==> config.mk <==
export PLATFORM = sky130hd
export DESIGN_NAME = lcu_streamer
export DESIGN_NICKNAME = d
export VERILOG_FILES = /design/src/rtl/lcu_streamer.sv
export SDC_FILE = /design/constraint.sdc
export NUM_CORES = 1
export LEC_CHECK = 0
export CORE_AREA = 4 4 106 108
export DETAILED_ROUTE_END_ITERATION = 12
export DIE_AREA = 0 0 110 112
export GPL_TIMING_DRIVEN = 0
export PLACE_DENSITY_LB_ADDON = 0.12
export REMOVE_ABC_BUFFERS = 1
export SYNTH_ARGS = -nofsm -noshare
export SYNTH_HDL_FRONTEND = slang
export SYNTH_SLANG_ARGS = --single-unit
==> constraint.sdc <==
create_clock -name clk -period 4.8 [get_ports clk]
set_clock_uncertainty 0.1 [all_clocks]
set_input_delay 0.48 -clock clk [delete_from_list [all_inputs] [get_ports clk]]
set_output_delay 0.48 -clock clk [all_outputs]
set_load 0.02 [all_outputs]
==> src/rtl/lcu_streamer.sv <==
// Streams a 128x128 frame as 8x8 LCUs of 16x16 pixels to an IPF, with a 2-entry
// skid buffer for read latency under back-pressure and prefetched LCU parameters.
module lcu_streamer (
  input  logic        clk,
  input  logic        reset,
  input  logic        start,
  input  logic        busy,
  output logic        img_rd,
  output logic [13:0] img_addr,
  input  logic [7:0]  img_data,
  output logic        par_rd,
  output logic [5:0]  par_addr,
  input  logic [23:0] par_data,
  output logic        in_en,
  output logic [7:0]  din,
  output logic [1:0]  ipf_type,
  output logic [4:0]  ipf_band_pos,
  output logic        ipf_wo_class,
  output logic [15:0] ipf_offset,
  output logic [2:0]  lcu_x,
  output logic [2:0]  lcu_y,
  output logic [1:0]  lcu_size,
  output logic        done,
  output logic        active
);

  // Handshake: a pixel moves to the IPF on every rising edge where in_en=1;
  // busy sampled high at an edge forces in_en low for the following cycle.
  typedef enum logic [1:0] {IDLE, PRIME, STREAM, DONE} state_t;

  state_t      state_q, state_d;
  logic [14:0] rd_cnt_q;
  logic        rd_pend_q;
  logic [14:0] ld_cnt_q;
  logic [7:0]  fifo_q [2];
  logic        wr_ptr_q, rd_ptr_q;
  logic [1:0]  fifo_cnt_q;
  logic        in_en_q;
  logic [7:0]  din_q;
  logic        par_rd_q;
  logic [5:0]  par_addr_q;
  logic        par_pend_q;
  logic [23:0] shadow_q;
  logic [23:0] par_cur_q;
  logic [2:0]  lcu_x_q, lcu_y_q;

  logic        start_acc, issue, avail, load, bypass, push, pop, last_xfer, lcu_start;
  logic [7:0]  load_pix;
  logic [23:0] par_src;

  always_comb begin
    start_acc = (state_q == IDLE) && start;
    // Reserve a buffer slot for every read in flight, ignoring pending pops.
    issue     = ((state_q == PRIME) || (state_q == STREAM)) && !rd_cnt_q[14] &&
                (({1'b0, rd_pend_q} + fifo_cnt_q) < 2'd2);
    avail     = (fifo_cnt_q != 2'd0) || rd_pend_q;
    load      = (state_q == STREAM) && !busy && avail;
    bypass    = load && (fifo_cnt_q == 2'd0);
    push      = rd_pend_q && !bypass;
    pop       = load && (fifo_cnt_q != 2'd0);
    load_pix  = (fifo_cnt_q == 2'd0) ? img_data : fifo_q[rd_ptr_q];
    last_xfer = in_en_q && (ld_cnt_q == 15'd16384);
    lcu_start = load && (ld_cnt_q[7:0] == 8'd0);
    // The very first LCU's parameters arrive on the edge its pixel 0 is presented.
    par_src   = par_pend_q ? par_data : shadow_q;
  end

  always_comb begin
    state_d = state_q;
    case (state_q)
      IDLE:    if (start) state_d = PRIME;
      PRIME:   state_d = STREAM;
      STREAM:  if (last_xfer) state_d = DONE;
      DONE:    state_d = IDLE;
      default: state_d = IDLE;
    endcase
  end

  always_ff @(posedge clk or negedge reset) begin
    if (!reset) begin
      state_q    <= IDLE;
      rd_cnt_q   <= '0;
      rd_pend_q  <= 1'b0;
      ld_cnt_q   <= '0;
      fifo_q[0]  <= '0;
      fifo_q[1]  <= '0;
      wr_ptr_q   <= 1'b0;
      rd_ptr_q   <= 1'b0;
      fifo_cnt_q <= '0;
      in_en_q    <= 1'b0;
      din_q      <= '0;
      par_rd_q   <= 1'b0;
      par_addr_q <= '0;
      par_pend_q <= 1'b0;
      shadow_q   <= '0;
      par_cur_q  <= '0;
      lcu_x_q    <= '0;
      lcu_y_q    <= '0;
    end else begin
      state_q    <= state_d;
      rd_pend_q  <= issue;
      in_en_q    <= load;
      par_pend_q <= par_rd_q;
      if (par_pend_q) shadow_q <= par_data;
      if (start_acc) begin
        rd_cnt_q   <= '0;
        ld_cnt_q   <= '0;
        wr_ptr_q   <= 1'b0;
        rd_ptr_q   <= 1'b0;
        fifo_cnt_q <= '0;
        par_rd_q   <= 1'b1;
        par_addr_q <= '0;
      end else begin
        if (issue) rd_cnt_q <= rd_cnt_q + 15'd1;
        if (push) begin
          fifo_q[wr_ptr_q] <= img_data;
          wr_ptr_q         <= ~wr_ptr_q;
        end
        if (pop) rd_ptr_q <= ~rd_ptr_q;
        fifo_cnt_q <= fifo_cnt_q + {1'b0, push} - {1'b0, pop};
        if (load) begin
          din_q    <= load_pix;
          ld_cnt_q <= ld_cnt_q + 15'd1;
        end
        // Prefetch LCU k+1 parameters as LCU k begins.
        par_rd_q <= lcu_start && (ld_cnt_q[13:8] != 6'd63);
        if (lcu_start) begin
          par_addr_q <= ld_cnt_q[13:8] + 6'd1;
          par_cur_q  <= par_src;
          lcu_x_q    <= ld_cnt_q[10:8];
          lcu_y_q    <= ld_cnt_q[13:11];
        end
      end
    end
  end

  assign img_rd       = issue;
  assign img_addr     = {rd_cnt_q[13:11], rd_cnt_q[7:4], rd_cnt_q[10:8], rd_cnt_q[3:0]};
  assign par_rd       = par_rd_q;
  assign par_addr     = par_addr_q;
  assign in_en        = in_en_q;
  assign din          = din_q;
  assign ipf_type     = par_cur_q[23:22];
  assign ipf_band_pos = par_cur_q[21:17];
  assign ipf_wo_class = par_cur_q[16];
  assign ipf_offset   = par_cur_q[15:0];
  assign lcu_x        = lcu_x_q;
  assign lcu_y        = lcu_y_q;
  assign lcu_size     = 2'd0;
  assign done         = (state_q == DONE);
  assign active       = (state_q != IDLE);

endmodule

==> flow_summary.toml, run 1 <==
[status]
status = "finished, final reports clean"

[detailed_routing]
avgRoutedWirePerCell_um = 15.7
routed_via_density = 5.35
wirelength_um = 10900
drt_drc_violations_left = 0
drtPass1Iterations = 5
drt_first_iter_violations = 137
antenna_left = 0
via_count = 3730

[finish]
final_common_cell = "dfrtp_1"
drive_gt1_share_pct = 19.8
layout_common_cells = "dfrtp_1 (124), clkdlybuf4s50_1 (97), mux2_2 (71)"
nFillCells = 782
ff_latch_area_mm2 = 0.00310
multi_input_area_mm2 = 0.00224
antenna_cells = 0
nNetsFinal = 595
syn2layout_area_growth_pct = 27.9

[placed_design]
port-buffer-count = 98
routabilityCongestion = 0.812
dpl.hpwl_um = 7400
pre_cts_slack_ns = 1.42

[sta]
fin_crit_sh_pct = 65.4
setup_viol = 0
timing.slew.headroom_pct = 19.6
max_slew.worst_pin.slew_ns = 1.21
fmax_mhz = 319
hold_viol_final = 0
maxSlewViolCount = 0
setup-tns-final_ns = 0
setup_ws_ns = 1.66
period_needed_ns = 3.14
rsz0062_at_grt = "no"

[floorplan]
initial_core_util_pct = 54.7
die_y_um = 112
die-width_um = 110
pin_count = 101
rows = 37
core_area_mm2 = 0.0102
die-area_mm2 = 0.0123

[synth]
synthCells = 466
synthArstFlopShare_pct = 100
synth-seq-cells = 124
synth_top_area_share_pct = 55.5
syn-cell-area_mm2 = 0.00559
ys_warn_count = 0
syn_area_per_cell_um2 = 12.0
ys_seq_area_share_pct = 55.5
synth_edf_count = 0
synth_cell_types = 48
synthFlopType = "dfrtp_1"
yosys.area.top_type = "dfrtp_1"
yosys-top-cells-area = "dfrtp_1 (55%), mux2_2 (14%), xnor2_1 (2.5%)"

[setup_path]
worstPathRequired_ns = 4.22
path_class = "reg -> out"
worstSetupEndpointType = "primary output"
cp_slowest_cell = "clkdlybuf4s50_1"
rr_startpoint = "state_q[0]"
setup.worst_path.start = "state_q[0]"
slowest_delay_ns = 0.71
worstPathArrival_ns = 2.56
cp-start-kind = "flip-flop"
critical_path_peak_fanout = 4
path_buf_inv = 2
crit_family = "buffers and inverters"
cp_cell_sequence = "inv_1 > ha_1 > nand2b_1 > nor3_1 > clkdlybuf4s50_1"

[pwr]
switchingPower_uw = 1520
p_comb_share_pct = 36.7
total_power_uw = 4520
irDropWorstVdd_mv = 0.448
p_leak_uw = 0.00307
p_seq_share_pct = 37.2
power.density_mw_per_mm2 = 632
internal-power_uw = 3000
power_frac_clock_pct = 26.1
switching_share_pct = 33.7

[clock_network]
cts.sinks = 124
cts_tree = "done"
clk_pin_slew_ns = 0.06
cts_resized = 0
cts_buffers = 17
cts_max_level = 4
cts_setup_buffers = 0
clk_path_buf_depth = 2
cts_root_buffer = "clkbuf_8"
clock_latency_ns = 0.51

[grt]
antenna_found_initial = 0
grt_pass1_wl_um = 18300
grt_overflow = 0
grtUsageTotal_pct = 18.8
grt_pass1_vias = 3830
grt_max_degree = 83

[run]
cap_violations = 0

[hold_path]
hold_start = "par_rd"
hp-class = "reg -> reg"
## state kept, by name, summed over array words and instances (netlist names), 3 cells and up
register,count
din,8
fifo_q,16
lcu_x,3
lcu_y,3
ld_cnt_q,15
par_addr,6
par_cur_q,24
rd_cnt_q,15
shadow_q,24
## cells by family after synthesis
group,share of synthesized area [%]
and+or+nand+nor,11.3
other,0.0670
DFF,55.5
xor gates and xnor gates,3.29
AOI/OAI and AO/OA,6.60
adders and majority gates,2.46
muxes,16.1
buffers and inverters,4.70
## through the flow
stage / util (%) / area, µm² / cells / hold slack [ns]
3_5_place_dp: 64.3 / 6580 / 664 / 0.274
3_3_place_gp: 63.8 / 6530 / 662 / 0.260
6_report: 69.9 / 7160 / 697 / 0.282
4_1_cts: 69.9 / 7160 / 697 / 0.286
2_1_floorplan: - / 5380 / 428 / 0.0844
5_1_grt: 69.9 / 7160 / 697 / 0.311
## routing by layer
layer / share of wire [%] / vias to the layer above / wire, µm / global-route usage, %
met1: 43 / 1822 / 4700 / 24.3
met4: 0.73 / 0 / 80 / 5.32
met3: 6.1 / 9 / 668 / 5.39
met2: 50 / 96 / 5470 / 30.7
met5: 0 / - / 0 / 0
li1: - / 1803 / - / -
## cell usage after synthesis (all sizes together), types with 3 or more instances
master / instances
mux2: 71
a31oi: 3
nor4: 6
xor2: 5
buf: 24
nand3: 13
dfrtp: 124
xnor2: 16
ha: 11
nor3: 8
nand2: 30
o31ai: 3
nand4: 7
o21ai: 22
clkbuf: 15
or3: 5
a21oi: 11
inv: 11
and2: 3
a22o: 6
or4: 8
nor2: 25
mux2i: 10
nand2b: 3
## final timing paths
| path | endpoint | slack (ns) | cells after the start |
|---|---|---|---|
| setup reg to reg | par_cur_q[23] | 1.75 | 7 |
| min in group asynchronous | par_addr[3] | 0.36 | 2 |
| hold reg to reg | par_pend_q | 0.28 | 0 |
| setup / recovery | img_rd | 1.66 | 5 |
| hold / removal | par_pend_q | 0.28 | 0 |
| max in group asynchronous | par_cur_q[0] | 3.50 | 3 |
## power groups by stage
stage / sequential, µW / combinational, µW / clock (µW)
final: 1680 / 1660 / 1180
after floorplan: 1840 / 873 / 0
after global routing: 1740 / 1820 / 1260
after CTS: 1690 / 1690 / 1210
after global placement: 1680 / 1620 / 0
after detailed placement: 1700 / 1680 / 0
## cell type report
type                    count  share of cell area [%]
clock buffers              19                    6.03
clock inverters            13                    1.85
inverters                  11                   0.577
multi-input cells         293                    31.3
flip-flops and latches    124                    43.4
well taps                 136                    2.38
repair buffers            101                    14.5
## worst register-to-register path, stage by stage, from the launching register on
cell	delay, ns
dfrtp_1	0.37
inv_1	0.09
ha_1	0.22
nand2_1	0.42
nand3_1	0.64
nor2_4	0.47
buf_12	0.24
mux2_2	0.37
## repair_timing
item / in CTS / in global routing
hold buffers: 1 / 0
endpoints found under the setup margin: 0 / 0
hold endpoints to repair: 42 / 0
(Power assumes the default switching activity.)
==> run 2: changes to the inputs <==
- CORE_AREA: 4 4 106 108 -> 4 4 115 117
- DIE_AREA: 0 0 110 112 -> 0 0 119 121
- clock period: 4.8 -> 2.8 ns (I/O delays scaled with it)
==> run 2 against run 1 <==
  * Wire length is 2.7% higher
  * Final area is 1.8% higher
  * Die area is 17% higher
  * Sequential cell count stayed put
  * Clock power is 95% higher
  * Hold slack worse by 0.054 ns
  * Critical path depth stayed put
  * Combinational power is 75% higher
  * Final cell count is 5.0% higher
  * Via count is 0.43% higher
  * Sequential share of layout area is 0.78 points lower
  * Non-clock buffer count stayed put
  * Critical path type unchanged
  * Largest power group is now combinational logic
==> flow_summary.toml, run 2 (synthesis gave the netlist of run 1 again) <==
[sta]
fin_crit_sh_pct = 94.1
hold_viol_final = 0
setup_viol = 0
timing.slew.headroom_pct = 20.1
rsz0062_at_grt = "no"
period_needed_ns = 2.63
maxSlewViolCount = 0
max_slew.worst_pin.slew_ns = 1.20
fmax_mhz = 380

[run]
cap_violations = 0

[setup_path]
worstPathRequired_ns = 2.42
critical_path_peak_fanout = 4
cp_cell_sequence = "inv_1 > ha_1 > nand2b_1 > nor3_4 > clkdlybuf4s50_1"
path_buf_inv = 2
slowest_delay_ns = 0.66
crit_family = "buffers and inverters"
setup.worst_path.start = "state_q[1]"
path_class = "reg -> out"
cp_slowest_cell = "clkdlybuf4s50_1"
rr_startpoint = "state_q[0]"
worstPathArrival_ns = 2.25
cp-start-kind = "flip-flop"
worstSetupEndpointType = "primary output"

[floorplan]
initial_core_util_pct = 45.2
pin_count = 101
rows = 41
die-width_um = 119
die-area_mm2 = 0.0144
die_y_um = 121
core_area_mm2 = 0.0124

[clock_network]
clock_latency_ns = 0.41
cts_max_level = 4
cts_tree = "done"
cts_buffers = 17
cts_setup_buffers = 0
cts.sinks = 124
clk_path_buf_depth = 2
cts_root_buffer = "clkbuf_16"
clk_pin_slew_ns = 0.05

[detailed_routing]
wirelength_um = 11200
routed_via_density = 5.12
drt_drc_violations_left = 0
drtPass1Iterations = 5
drt_first_iter_violations = 134
antenna_left = 0
via_count = 3746
avgRoutedWirePerCell_um = 15.3

[status]
status = "finished, final reports clean"

[finish]
utilization_pct = 58.9
final_common_cell = "dfrtp_1"
nNetsFinal = 595
biggestRegsByFlops = "par_cur_q: 24 flops, shadow_q: 24 flops, fifo_q: 16 flops"
finalNonFillerCells = 732
drive_gt1_share_pct = 19.6
antenna_cells = 0
syn2layout_area_growth_pct = 30.3
layout_common_cells = "dfrtp_1 (124), clkdlybuf4s50_1 (97), mux2_2 (71)"

[grt]
antenna_found_initial = 0
grt_max_degree = 93
grt_pass1_vias = 3802
grt_overflow = 0
grt_pass1_wl_um = 18700
grtUsageTotal_pct = 16.4

[placed_design]
dpl.hpwl_um = 7460
port-buffer-count = 98
routabilityCongestion = 0.824
dp.cells = 700

[pwr]
power.density_mw_per_mm2 = 1110
irDropWorstVdd_mv = 0.765
p_leak_uw = 0.00311
total_power_uw = 8080

[hold_path]
hp-class = "in -> async"
==> run 2: repair_timing <==
item                       4_1_cts  5_1_grt
hold buffers                     1        0
cloned                           0        0
setup endpoints to repair       36        2
hold endpoints to repair        32        0
resized for setup                3        2
==> run 2: layout make-up <==
| class | instances | area (µm²) |
|---|---|---|
| clock buffers | 24 | 492 |
| clock inverters | 7 | 135 |
| fillers | 1061 | 5080 |
| inverters | 11 | 41.3 |
| multi-input cells | 293 | 2260 |
| flip-flops and latches | 124 | 3100 |
| well taps | 172 | 215 |
| repair buffers | 101 | 1040 |
==> run 2: per-layer routing <==
| metal | GRT usage [%] | vias up | share of wire, % |
|---|---|---|---|
| met4 | 6.52 | 0 | 1.7 |
| met1 | 20.7 | 1849 | 45 |
| met5 | 0 | - | 0 |
| met2 | 26.2 | 79 | 48 |
| met3 | 5.17 | 16 | 4.6 |
| li1 | - | 1802 | - |
==> run 2: final timing paths <==
path / endpoint / slack (ns) / depth (start not counted)
setup / recovery: img_rd / 0.17 / 5
hold / removal: lcu_y[1] / 0.23 / 2
setup reg to reg: ld_cnt_q[14] / 0.18 / 6
hold reg to reg: par_pend_q / 0.29 / 0
max in group asynchronous: wr_ptr_q / 1.62 / 3
min in group clk: par_pend_q / 0.29 / 0
==> run 2: worst reg2reg max path: stages, from the launching register on <==
cell      delay [ns]
dfrtp_1         0.40
inv_1           0.11
ha_1            0.26
nand2b_1        0.21
or4_1           0.73
or4_1           0.55
a21oi_1         0.18
==> run 2: stage by stage <==
| step | hold slack (ns) | TNS (ns) | setup WS, ns | instance area [µm²] |
|---|---|---|---|---|
| floorplan | -0.116 | -3.21 | -0.107 | 5380 |
| global placement | 0.277 | -485.69 | -3.53 | 6570 |
| detailed placement | 0.0953 | -12.35 | -0.415 | 6630 |
| CTS | 0.236 | 0 | 0.0558 | 7280 |
| global route | 0.252 | 0 | 0.00674 | 7290 |
| finish | 0.229 | 0 | 0.165 | 7290 |
==> run 2: where the power goes <==
part | switching [µW] | internal (µW) | leakage [µW]
Clock | 730 | 1570 | 0.000310
Sequential | 428 | 2450 | 0.00157
Combinational | 1410 | 1490 | 0.00124
==> run 3: changes to the inputs <==
- SLEW_MARGIN: default -> 20
==> run 3 against run 2 <==
  * Critical path depth rose by 1
  * Die area did not move
  * Sequential cell count did not move
  * Worst setup slack improved by 0.0045 ns
  * Hold slack improved by 0.060 ns
  * Final area fell by 1.4%
  * Via count rose by 0.69%
  * Global-route usage fell by 0.076 points
  * Non-clock buffer count rose by 2
  * Core utilization fell by 0.85 points
  * Wire length fell by 0.88%
  * Sequential power barely moved
  * Critical endpoint is now ld_cnt_q[14]
  * Largest cell class unchanged
  * Largest power group unchanged
  * Highest routed layer unchanged
==> flow_summary.toml, run 3 (synthesis gave the netlist of run 1 again) <==
[detailed_routing]
routed_via_density = 5.16
antenna_left = 0
drt_first_iter_violations = 129
drt_drc_violations_left = 0
via_count = 3772
drtPass1Iterations = 4
avgRoutedWirePerCell_um = 15.2
wirelength_um = 11100

[setup_path]
worstPathArrival_ns = 2.85
cp_common_cell = "or4_1"
crit_family = "simple AND/OR/NAND/NOR gates"
cp-start-kind = "flip-flop"
setup.worst_path.start = "state_q[0]"
r2r_end = "ld_cnt_q[14]"
path_class = "reg -> reg"
worstPathRequired_ns = 3.02
worstSetupEndpointType = "flip-flop"
path_buf_inv = 1
rr_startpoint = "state_q[0]"
slowest_delay_ns = 0.74
cp_cell_sequence = "inv_1 > ha_1 > nand2b_1 > or4_1 > or4_1 > a21oi_1"
cp_slowest_cell = "or4_1"
cp.depth = 6
critical_path_peak_fanout = 8
rrSetupSlack_ns = 0.17
rr_worst_depth = 6
endpoint = "ld_cnt_q[14]"

[finish]
final_common_cell = "dfrtp_1"
finalNonFillerCells = 731
layout_common_cells = "dfrtp_1 (124), clkdlybuf4s50_1 (96), mux2_2 (71)"
biggestRegsByFlops = "par_cur_q: 24 flops, shadow_q: 24 flops, fifo_q: 16 flops"
utilization_pct = 58.1
nNetsFinal = 597
nFillCells = 1087
antenna_cells = 0
syn2layout_area_growth_pct = 28.4
drive_gt1_share_pct = 19.5

[clock_network]
clk_pin_slew_ns = 0.05
cts_max_level = 4
cts_tree = "done"
clock_latency_ns = 0.41
cts.sinks = 124
cts_buffers = 17
clk_path_buf_depth = 2
cts_root_buffer = "clkbuf_16"

[grt]
grt_max_degree = 79
grt_pass1_vias = 3759
grt_pass1_wl_um = 18700
antenna_found_initial = 0
grt_overflow = 0
grtUsageTotal_pct = 16.3

[pwr]
irDropWorstVdd_mv = 0.589
power.density_mw_per_mm2 = 1060
p_leak_uw = 0.00308

[floorplan]
die-area_mm2 = 0.0144
core_area_mm2 = 0.0124
initial_core_util_pct = 45.2
rows = 41
die_y_um = 121
die-width_um = 119
pin_count = 101

[sta]
timing.slew.headroom_pct = 30.4
period_needed_ns = 2.63
maxSlewViolCount = 0
hold_viol_final = 0
fmax_mhz = 380
fin_crit_sh_pct = 93.9
rsz0062_at_grt = "no"
timing.hold.ws_ns = 0.289
max_slew.worst_pin.slew_ns = 1.04
setup_viol = 0

[placed_design]
routabilityCongestion = 0.824
port-buffer-count = 98
dp.cells = 700
dpl.hpwl_um = 7500

[status]
status = "finished, final reports clean"

[run]
cap_violations = 0

[hold_path]
hp-class = "in -> async"
[run 3: area by class of cell]
class	count	area (µm²)	share of cell area, %
Inverter	11	41.3	0.575
Tap cell	172	215	3.00
Sequential cell	124	3100	43.2
Multi-Input combinational cell	293	2260	31.5
Timing Repair Buffer	103	1060	14.7
Clock buffer	25	485	6.76
Clock inverter	3	15.0	0.209
[run 3: per-stage QoR]
| stage | power, µW | setup slack, ns | TNS, ns | instance area, µm² |
|---|---|---|---|---|
| finish | 7640 | 0.170 | 0 | 7180 |
| global route | 8140 | 0.00533 | 0 | 7180 |
| CTS | 7730 | 0.0266 | 0 | 7160 |
| detailed placement | 5810 | -0.519 | -14.37 | 6630 |
| global placement | 5680 | -3.53 | -485.69 | 6570 |
| floorplan | 4650 | -0.107 | -3.21 | 5380 |
[run 3: layer usage]
layer / up-vias / part of all wire (%) / track usage, %
met3: 15 / 3.8 / 4.76
li1: 1806 / - / -
met1: 1872 / 46 / 20.9
met5: - / 0 / 0
met2: 79 / 48 / 26.2
met4: 0 / 1.5 / 6.08
[run 3: power breakdown]
part | internal [µW] | switching, µW
sequential | 2450 | 428
combinational | 1500 | 1400
clock | 1170 | 690
total | 5120 | 2520
[run 3: worst min-delay path by stage]
stage	slack, ns	depth (start not counted)	startpoint	to
after CTS	0.29	2	reset	ld_cnt_q[13]
after global placement	0.28	0	par_rd	par_pend_q
final	0.29	2	reset	par_addr[4]
after global routing	0.33	2	reset	shadow_q[20]
after floorplan	-0.12	0	reset	din[0]
after detailed placement	0.15	1	reset	shadow_q[20]
[run 3: timing repair]
item / 4_1_cts / 5_1_grt
endpoints found under the setup margin: 32 / 25
hold buffers: 1 / 0
endpoints found under the hold margin: 46 / 0
cloned: 0 / 0
resized for setup: 3 / 3
pin swaps: 0 / 1
setup buffers: 0 / 2
